===== config.mk =====
export PLATFORM = sky130hd
export DESIGN_NAME = nes_cpu_bus_master
export DESIGN_NICKNAME = d
export VERILOG_FILES = /design/src/rtl/nes_bus_pkg.sv /design/src/rtl/nes_m2_phase_gen.sv /design/src/rtl/nes_cpu_bus_master.sv
export SDC_FILE = /design/constraint.sdc
export NUM_CORES = 1
export LEC_CHECK = 0
export CORE_ASPECT_RATIO = 1.25
export CORE_MARGIN = 5
export CORE_UTILIZATION = 42
export DETAILED_ROUTE_END_ITERATION = 6
export PLACE_DENSITY = 0.84
export SETUP_SLACK_MARGIN = 0.02
export SYNTH_ARGS = -nofsm -noshare
export SYNTH_HDL_FRONTEND = slang
export SYNTH_SLANG_ARGS = --single-unit
export TNS_END_PERCENT = 20

===== constraint.sdc =====
create_clock -name clk -period 2.1 [get_ports clk]
set_input_delay 0.525 -clock clk [delete_from_list [all_inputs] [get_ports clk]]
set_output_delay 0.525 -clock clk [all_outputs]
set_load 0.03 [all_outputs]

===== src/rtl/nes_bus_pkg.sv =====
`default_nettype none
// ============================================================================
// Module      : nes_bus_pkg
// Description : Shared types and constants for the NES CPU bus master.
//               - cycle_kind_e : kind of the bus cycle in flight (IDLE/RD/WR)
//               - phase_e      : M2 half-period (PH_LOW/PH_HIGH)
//               - CPU_ADDR_W   : width of the CPU address bus driven (A14..A0)
// Revision    : 1.0 - initial release
// ============================================================================
package nes_bus_pkg;

  localparam int CPU_ADDR_W = 15;

  typedef enum logic [1:0] {
    IDLE = 2'd0,
    RD   = 2'd1,
    WR   = 2'd2
  } cycle_kind_e;

  typedef enum logic {
    PH_LOW  = 1'b0,
    PH_HIGH = 1'b1
  } phase_e;

endpackage
`default_nettype wire


===== src/rtl/nes_m2_phase_gen.sv =====
`default_nettype none
// ============================================================================
// Module      : nes_m2_phase_gen
// Description : M2 timebase. A counter runs 0..HALF-1 inside each half-period
//               and the LOW/HIGH phase toggles on every wrap. The (phase,
//               count) pair names the clk slot currently presented on the bus.
//               All strobes describe the slot that begins at the NEXT clk
//               edge, so the top level can register its outputs from them.
// Ports       : clk, rst              - clock, async active-high reset
//               o_m2_next             - next slot is in the HIGH phase
//               o_is_last_high        - next slot is the last HIGH clk
//               o_is_hold_clk         - next slot is LOW clk 0 (cycle start)
//               o_is_apply_clk        - next slot is LOW clk 1
//               o_romsel_window       - next slot is HIGH clk >= ROMSEL_DLY
// Revision    : 1.0 - initial release
// ============================================================================
module nes_m2_phase_gen #(
  parameter int HALF       = 6,
  parameter int ROMSEL_DLY = 1
) (
  input  logic clk,
  input  logic rst,
  output logic o_m2_next,
  output logic o_is_last_high,
  output logic o_is_hold_clk,
  output logic o_is_apply_clk,
  output logic o_romsel_window
);
  import nes_bus_pkg::*;

  localparam int            CW     = (HALF > 1) ? $clog2(HALF) : 1;
  localparam logic [CW-1:0] c_LAST = CW'(HALF - 1);
  localparam logic [CW-1:0] c_DLY  = CW'(ROMSEL_DLY);
  localparam logic [CW-1:0] c_ONE  = CW'(1);

  phase_e        r_phase;
  phase_e        w_phase_nxt;
  logic [CW-1:0] r_cnt;
  logic [CW-1:0] w_cnt_nxt;

  // State register
  always_ff @(posedge clk or posedge rst) begin
    if (rst) begin
      r_phase <= PH_LOW;
      r_cnt   <= '0;
    end else begin
      r_phase <= w_phase_nxt;
      r_cnt   <= w_cnt_nxt;
    end
  end

  // Next-state logic
  always_comb begin
    w_cnt_nxt   = r_cnt + c_ONE;
    w_phase_nxt = r_phase;
    if (r_cnt == c_LAST) begin
      w_cnt_nxt   = '0;
      w_phase_nxt = (r_phase == PH_LOW) ? PH_HIGH : PH_LOW;
    end
  end

  // Output decode of the upcoming slot
  always_comb begin
    o_m2_next       = (w_phase_nxt == PH_HIGH);
    o_is_last_high  = (w_phase_nxt == PH_HIGH) && (w_cnt_nxt == c_LAST);
    o_is_hold_clk   = (w_phase_nxt == PH_LOW)  && (w_cnt_nxt == '0);
    o_is_apply_clk  = (w_phase_nxt == PH_LOW)  && (w_cnt_nxt == c_ONE);
    o_romsel_window = (w_phase_nxt == PH_HIGH) && (w_cnt_nxt >= c_DLY);
  end

endmodule
`default_nettype wire


===== src/rtl/nes_cpu_bus_master.sv =====
`default_nettype none
// ============================================================================
// Module      : nes_cpu_bus_master
// Description : Initiator of the NES cartridge CPU bus. Turns single-beat host
//               read/write commands into M2 / /ROMSEL / R/W / address / data
//               bus cycles of 2*HALF clks each. All outputs are registered.
// Ports       : clk, rst                         - clock, async active-high rst
//               i_cmd_valid/o_cmd_ready          - host command handshake
//               i_cmd_write/i_cmd_addr/i_cmd_wdata - command fields
//               o_rsp_valid/o_rsp_rdata          - read response (1-clk pulse)
//               o_m2, o_romsel, o_cpu_rw         - bus control
//               o_cpu_addr                       - A14..A0
//               o_cpu_data_out/o_cpu_data_oe     - write data and its enable
//               i_cpu_data_in                    - bus data sampled on reads
// Revision    : 1.0 - initial release
// ============================================================================
module nes_cpu_bus_master #(
  parameter int HALF       = 6,
  parameter int ROMSEL_DLY = 1
) (
  input  logic        clk,
  input  logic        rst,
  input  logic        i_cmd_valid,
  output logic        o_cmd_ready,
  input  logic        i_cmd_write,
  input  logic [15:0] i_cmd_addr,
  input  logic [7:0]  i_cmd_wdata,
  output logic        o_rsp_valid,
  output logic [7:0]  o_rsp_rdata,
  output logic        o_m2,
  output logic        o_romsel,
  output logic        o_cpu_rw,
  output logic [14:0] o_cpu_addr,
  output logic [7:0]  o_cpu_data_out,
  output logic        o_cpu_data_oe,
  input  logic [7:0]  i_cpu_data_in
);
  import nes_bus_pkg::*;

  logic        w_m2_next;
  logic        w_is_last_high;
  logic        w_is_hold_clk;
  logic        w_is_apply_clk;
  logic        w_romsel_window;
  logic        w_hs;

  cycle_kind_e r_kind;
  logic [15:0] r_addr;
  logic [7:0]  r_wdata;

  nes_m2_phase_gen #(
    .HALF       (HALF),
    .ROMSEL_DLY (ROMSEL_DLY)
  ) u_phase (
    .clk             (clk),
    .rst             (rst),
    .o_m2_next       (w_m2_next),
    .o_is_last_high  (w_is_last_high),
    .o_is_hold_clk   (w_is_hold_clk),
    .o_is_apply_clk  (w_is_apply_clk),
    .o_romsel_window (w_romsel_window)
  );

  // o_cmd_ready is high exactly while the current slot is the last HIGH clk,
  // which is also when w_is_hold_clk is set, so the cycle boundary edge both
  // completes the handshake and starts the new cycle.
  assign w_hs = i_cmd_valid & o_cmd_ready;

  // Command register: latched once per bus cycle at the cycle boundary.
  always_ff @(posedge clk or posedge rst) begin
    if (rst) begin
      r_kind  <= IDLE;
      r_addr  <= '0;
      r_wdata <= '0;
    end else if (w_is_hold_clk) begin
      if (w_hs) begin
        r_kind  <= i_cmd_write ? WR : RD;
        r_addr  <= i_cmd_addr;
        r_wdata <= i_cmd_wdata;
      end else begin
        r_kind  <= IDLE;
      end
    end
  end

  // Bus outputs. Address, R/W and data change only at LOW clk 1, one clk after
  // /ROMSEL has risen at LOW clk 0, so mappers latching on that edge see
  // stable values on both sides of it.
  always_ff @(posedge clk or posedge rst) begin
    if (rst) begin
      o_m2           <= 1'b0;
      o_romsel       <= 1'b1;
      o_cpu_rw       <= 1'b1;
      o_cpu_addr     <= '0;
      o_cpu_data_out <= '0;
      o_cpu_data_oe  <= 1'b0;
      o_cmd_ready    <= 1'b0;
    end else begin
      o_m2        <= w_m2_next;
      o_cmd_ready <= w_is_last_high;
      o_romsel    <= ~(w_romsel_window && (r_kind != IDLE) && r_addr[15]);
      if (w_is_apply_clk) begin
        if (r_kind != IDLE) begin
          o_cpu_addr <= r_addr[CPU_ADDR_W-1:0];
        end
        o_cpu_rw      <= (r_kind != WR);
        // oe from the previous WR has been held through LOW clk 0; it is
        // re-asserted here only if this cycle is a write as well.
        o_cpu_data_oe <= (r_kind == WR);
        if (r_kind == WR) begin
          o_cpu_data_out <= r_wdata;
        end
      end
    end
  end

  // Read capture: the edge leaving the last HIGH clk samples the bus, the
  // response is presented during LOW clk 0 of the following cycle.
  always_ff @(posedge clk or posedge rst) begin
    if (rst) begin
      o_rsp_valid <= 1'b0;
      o_rsp_rdata <= '0;
    end else begin
      o_rsp_valid <= w_is_hold_clk && (r_kind == RD);
      if (w_is_hold_clk && (r_kind == RD)) begin
        o_rsp_rdata <= i_cpu_data_in;
      end
    end
  end

endmodule
`default_nettype wire


==> flow_summary.yaml <==
cts:
  cts_buffers: 9
  postCtsHoldBufs: 0
  cts_sinks: 66
  clk_pin_slew_ps: 60
  clkLatencyLatePin_ps: 330
  tritoncts: "done"
  clock_tree.root_cell: "clkbuf_8"
  h-tree-depth: 3
  post_cts_buffers: 0
  clockBufferDepth: 2
yosys:
  synth_cell_types: 23
  seq_area_frac_synth: 0.6647
  synth-xor-area-share: 0.007039
  synth_compound_area_frac: 0.01760
  synth_nets: 188
  muxShareOfSynthArea: 0.2574
  synth_simple_gate_area_share: 0.03771
  synth_common_cells: "dfrtp_1, mux2_2, inv_1, nand2_1, buf_2"
  ys_top_cells_by_area: "dfrtp_1, mux2_2, dfstp_2"
  syn_area_um2: 2489
  synth.largest_area_cell: "dfrtp_1"
  synth_fa_ha_area_frac: 0
  ys_async_sr_fraction: 1.000
  synth_top_cell_area_share: 0.6435
  synth_top_family_by_area: "multiplexers"
  postSynthAreaPerCell_um2: 16.37
  ys_ff_latch: 66
  synth-edff-count: 0
  yosys_warnings: 0
  yosysMostFrequentCell: "dfrtp_1"
  synthCells: 152
  synth_flop_cell: "dfrtp_1"
placement:
  dp.cells: 292
  io_buffers: 72
  routabilityCongestion: 0.7224
  post-dp-hpwl_um: 3246
  dp_slack_ps: 68.73
timing:
  tightestPinTransition_ps: 498.5
  worst_hold_slack_ps: 501.7
  post-route-period-util: 0.9651
  hold_violations: 0
  slew_headroom: 0.6653
  timing.final.ws_setup_ps: 73.31
  setup_viol: 0
  rsz0062_at_grt: "no"
  finalCriticalPeriod_ps: 2027
  final_max_slew_viol_count: 0
  max_freq_mhz: 493.4
  fin_skew_ps: 8.400
  tns_ps: 0
pwr:
  switching_share: 0.2345
  power_switching_w: 0.0007326
  p_seq_frac: 0.465
  power_leakage_nw: 1.569
  p_comb_frac: 0.165
  pwr-share-clk: 0.370
  p_int_w: 0.002392
  p_per_area_nw_per_um2: 878.4
  ir_drop_mv: 0.5271
worst_setup_path:
  cp-end-kind: "primary output"
  critPathMaxFanout: 1
  critPathSlowestCell: "clkdlybuf4s50_1"
  cp.required_ps: 1570
  crit_chain: "clkdlybuf4s50_1"
  start_kind: "flop"
  worstPathArrival_ps: 1500
  worst-path-buf-inv: 1
  cp_slowest_stage_delay_ps: 660
  critPathKind: "reg -> out"
  path_delay_family: "buffers and inverters"
flow_run:
  maxCapViolations: 0
grt:
  grt_overflow: 0
  grt_max_degree: 67
  antenna_found_initial: 0
  grtUsageTotal: 0.1303
  grt_pass1_vias: 1587
  grt_first_pass_wirelength_um: 7452
route:
  dr.first_iter.drc_count: 25
  route.detailed.drc: 0
  routedWlPerCell_um: 14.81
  vias: 1485
  drt-total-wl_um: 4546
  ant_nets: 0
  drt_pass1_iterations: 4
  viasPerCell: 4.837
die:
  ios: 73
  initial_utilization: 0.4306
  fp.dieH_um: 96.06
  row_count: 31
  die_x_um: 78.85
  core_um2: 5779
  dieArea_um2: 7574
finish:
  layout.nets: 273
  drive_gt1_frac: 0.3444
  areaGrowthSynthToFinish_pct: 42.94
  diodes: 0
  nFillCells: 466
  multi_input_area_um2: 795.8
  seqCellArea_um2: 1654
  finalNonFillerCells: 307
outcome:
  status: "finished clean"
min_path:
  hp-class: "reg -> reg"
## what timing repair did
item | in CTS | in global routing
endpoints found under the hold margin | 0 | 0
resized for setup | 1 | 1
setup endpoints to repair | 1 | 1
## worst register-to-register path: cells and delay by family, from the launching register on
kind | cells | cell delay, ps
mux | 1 | 330
flops | 1 | 460
simple gates | 1 | 430
buf+inv | 1 | 220
xor+xnor | 1 | 250
## metal layers
metal / up-vias / track usage / share of wire
met5: - / 0 / 0
met4: 0 / 0.07736 / 0.019
met3: 7 / 0.04120 / 0.065
met2: 45 / 0.2132 / 0.50
met1: 733 / 0.1506 / 0.42
li1: 700 / - / -
## power by group through the flow
stage	logic, W	registers, W	clock network [W]
6_report	0.000515	0.00145	0.00116
5_1_grt	0.000547	0.00147	0.00124
3_3_place_gp	0.000517	0.00147	0
4_1_cts	0.000525	0.00146	0.00119
2_1_floorplan	0.000123	0.00162	0
3_5_place_dp	0.000524	0.00148	0
## registers in the layout (all words and copies together), names as in the netlist
signal	flops
o_cmd_ready	1
o_romsel	1
o_cpu_addr	15
r_wdata	8
u_phase.r_cnt	3
o_rsp_rdata	8
r_addr	16
o_cpu_data_oe	1
r_kind	2
o_cpu_data_out	8
o_rsp_valid	1
o_cpu_rw	1
u_phase.r_phase	1
## cells in the final DEF (no fill, tap or decap)
cell type,count
bufinv_16,2
mux2i_1,1
dfrtp_1,64
dlygate4sd2_1,1
o21a_1,1
clkinvlp_4,1
dfstp_2,2
nand2_1,4
mux2_2,56
nand3b_1,1
clkdlybuf4s50_1,70
clkbuf_1,2
clkbuf_8,11
nor3_1,1
a22o_1,2
o21ai_0,1
buf_12,1
xnor2_1,1
inv_1,3
nor3_4,1
or2_2,1
nor2_1,2
nor4b_4,1
dlymetal6s2s_1,1
o2111ai_1,1
xor2_1,1
o21ai_1,1
buf_4,6
nor4_2,1
## final timing paths
check	startpoint	endpoint	slack, ps	depth (start not counted)
hold / removal	o_cpu_addr[10]$_DFFE_PP0P_	o_cpu_addr[10]$_DFFE_PP0P_	500	1
max in group asynchronous	rst	o_cpu_rw$_DFFE_PP1N_	1150	3
setup reg to reg	u_phase.r_phase$_DFF_PP0_	o_rsp_rdata[4]$_DFFE_PP0P_	300	4
hold reg to reg	o_cpu_addr[10]$_DFFE_PP0P_	o_cpu_addr[10]$_DFFE_PP0P_	500	1
setup / recovery	o_romsel$_DFF_PP1_	o_romsel	70	1
min in group asynchronous	rst	o_cmd_ready$_DFF_PP0_	640	3
## layout make-up
type,count,area share
flip-flops and latches,66,0.4650
multi-input cells,77,0.2237
repair buffers,79,0.2212
inverters,4,0.005276
well taps,66,0.02321
clock buffers,13,0.04467
clock inverters,2,0.01688
## kinds of logic after synthesis
group | after synthesis
xor gates and xnor gates | 2
muxes | 57
buffers and inverters | 9
AOI/OAI and AO/OA | 6
DFF | 66
and+or+nand+nor | 12
## metrics by stage
step           instance area [um2]  power (W)  utilization
4_1_cts                       3555   0.003167       0.6151
3_5_place_dp                  3337   0.002003       0.5774
3_3_place_gp                  3337   0.001989       0.5774
6_report                      3557   0.003125       0.6155
5_1_grt                       3557   0.003261       0.6155
2_1_floorplan                 2492   0.001743            -
No activity file was read; power rests on OpenSTA's default activity.
==> edit, RTL diff (same settings) <==
Encoding of `cycle_kind_e`: now one-hot (3 bits for 3 values).
--- a/src/rtl/nes_bus_pkg.sv
+++ b/src/rtl/nes_bus_pkg.sv
@@ -13,6 +13,6 @@
 
-  typedef enum logic [1:0] {
-    IDLE = 2'd0,
-    RD   = 2'd1,
-    WR   = 2'd2
+  typedef enum logic [2:0] {
+    IDLE = 3'b001,
+    RD   = 3'b010,
+    WR   = 3'b100
   } cycle_kind_e;
Check against the original RTL: same outputs for any inputs over 10 cycles, from zero or initial values and one cycle with rst high; not proved beyond that.
==> edit against the unedited design <==
Setup slack improved by 0.0060 ns. Wire length rose by 2.9%. Final area did not move. Clock skew fell by 0.0039 ns. Power fell by 10%. Count of clock-buffer cells in the layout fell by 1. Synthesized area rose by 1.4%. Sequential cell count rose by 1.
==> edit: results (changes against the unedited design) <==
stage	metric	value	unit	change
run_status	outcome	completed		
placement	place_inst	299		+2.4%
critical_path	max_stage_delay	0.66	ns	about the same
global_route	track_usage	13.4	%	+0.33 points
final_layout	drive_gt1_share	30.2	%	-4.2 points
global_route	grt_pass1_wl	7960	um	+6.7%
logic_synthesis	syn_avg_cell_area	15.9	um^2	-3.1%
global_route	grt_pass1_vias	1750		+10%
global_route	grt_start_max_net_pins	68		+1.5%
final_layout	antenna_cells	0		unchanged
logic_synthesis	syn_nets	195		+3.7%
critical_path	rrSetupSlack	0.20	ns	-0.10 ns
placement	place.gp.congestion	0.751		+4.0%
logic_synthesis	synth_common_cells	64 x dfrtp_1, 47 x mux2_2, 8 x mux2_1		
route	wl_per_cell	14.9	um	+0.65%
cts	ctsLongestPathBuffers	2		unchanged
logic_synthesis	seq_area_frac_synth	66.6	%	+0.15 points
min_path	hp-class	reg2reg		
critical_path	path_depth	2		+1
cts	htreeDepth	3		unchanged
pwr	leakage	0.00155	uW	-1.1%
critical_path	crit_arrival	1.50	ns	about the same
cts	cts_buffers	9		unchanged
logic_synthesis	netlist-cell-type-count	25		+8.7%
cts	clk_latency	0.32	ns	
critical_path	critPathLaunch	u_phase.r_phase		
placement	io_buffer_count	72		unchanged
critical_path	crit_end	o_m2		
final_layout	fill_cells	446		-4.3%
final_layout	nets	280		+2.6%
critical_path	reg2reg_to	o_rsp_rdata[7]		
route	vias_per_cell	4.97		+2.7%
cts	cts_root_buf	clkbuf_8		
placement	dpl.hpwl	3330	um	+2.6%
critical_path	cp_max_fo	5		+4
cts	postCtsSetupRepairBufs	0		unchanged
cts	clkTransAtPathRegs	0.06	ns	about the same
pwr	peakVddDrop	0.496	mV	-5.8%
route	drt_iter0_markers	56		+120%
cts	cts_resized	0		-1
final_layout	fin_cells	314		+2.3%
logic_synthesis	ys.warnings.count	0		unchanged
timing	finClkSkew	0.00451	ns	-0.00389 ns
logic_synthesis	synth.area.top_cells	dfrtp_1 63%, mux2_2 21%, mux2_1 3.6%		
timing	slew_headroom	73.9	%	+7.4 points
critical_path	rr_worst_depth	3		-1
critical_path	cp_slowest_cell	clkdlybuf4s50_1		
route	drt_first_pass_iters	4		unchanged
critical_path	r2r-start	u_phase.r_cnt[1]		
final_layout	reg.largest.list	r_addr: 16 flops, o_cpu_addr: 15 flops		
[edit: cell types whose count changed after synthesis, sizes merged, moves of 2 or more]
cell / change
buf: +2
clkbuf: -2
inv: +3
nand3: +2
[edit: worst min-delay path by stage]
stage	slack, ns	from	to	cells after the start
after detailed placement	0.45	r_addr[15]	o_romsel	1
after CTS	0.46	r_addr[15]	o_romsel	1
after global placement	0.43	r_addr[15]	o_romsel	1
final	0.46	r_addr[15]	o_romsel	1
after global routing	0.48	r_addr[15]	o_romsel	1
after floorplan	0.41	r_addr[15]	o_romsel	1
[edit: logic make-up after synthesis]
family                    Yosys count  synth area share (%)
xor gates and xnor gates            2                 0.695
AOI/OAI and AO/OA                   7                  1.89
buffers and inverters              12                  2.03
DFF                                67                  66.6
muxes                              55                  24.6
and+or+nand+nor                    16                  4.22
[edit: area by class of cell]
cell class                 count  area, um^2  share of cell area (%)
sequential                    67        1680                    47.2
clock inverter                 3        15.0                   0.422
inverter                       7        30.0                   0.844
multi-input combinational     80         791                    22.2
timing repair buffer          79         813                    22.9
clock buffer                  12         145                    4.08
tap                           66        82.6                    2.32
[edit: power breakdown]
group          switching, uW  internal, uW
sequential              57.9          1410
combinational            228           251
clock                    421           449
total                    707          2110
[edit: stage by stage]
| stage | setup slack, ns | cell area, um^2 |
|---|---|---|
| floorplan | 0.249 | 2530 |
| global placement | 0.190 | 3390 |
| detailed placement | 0.159 | 3390 |
| CTS | 0.0365 | 3550 |
| global route | 0.0274 | 3560 |
| finish | 0.0793 | 3560 |
[edit: routing by layer]
metal / up-vias / share of wire (%) / global-route usage (%) / wire, um
li1: 720 / - / - / -
met1: 782 / 42 / 15.3 / 1960
met2: 53 / 50 / 22.0 / 2330
met3: 5 / 7.1 / 5.30 / 331
met4: 0 / 1.3 / 5.56 / 59
met5: - / 0 / 0 / 0
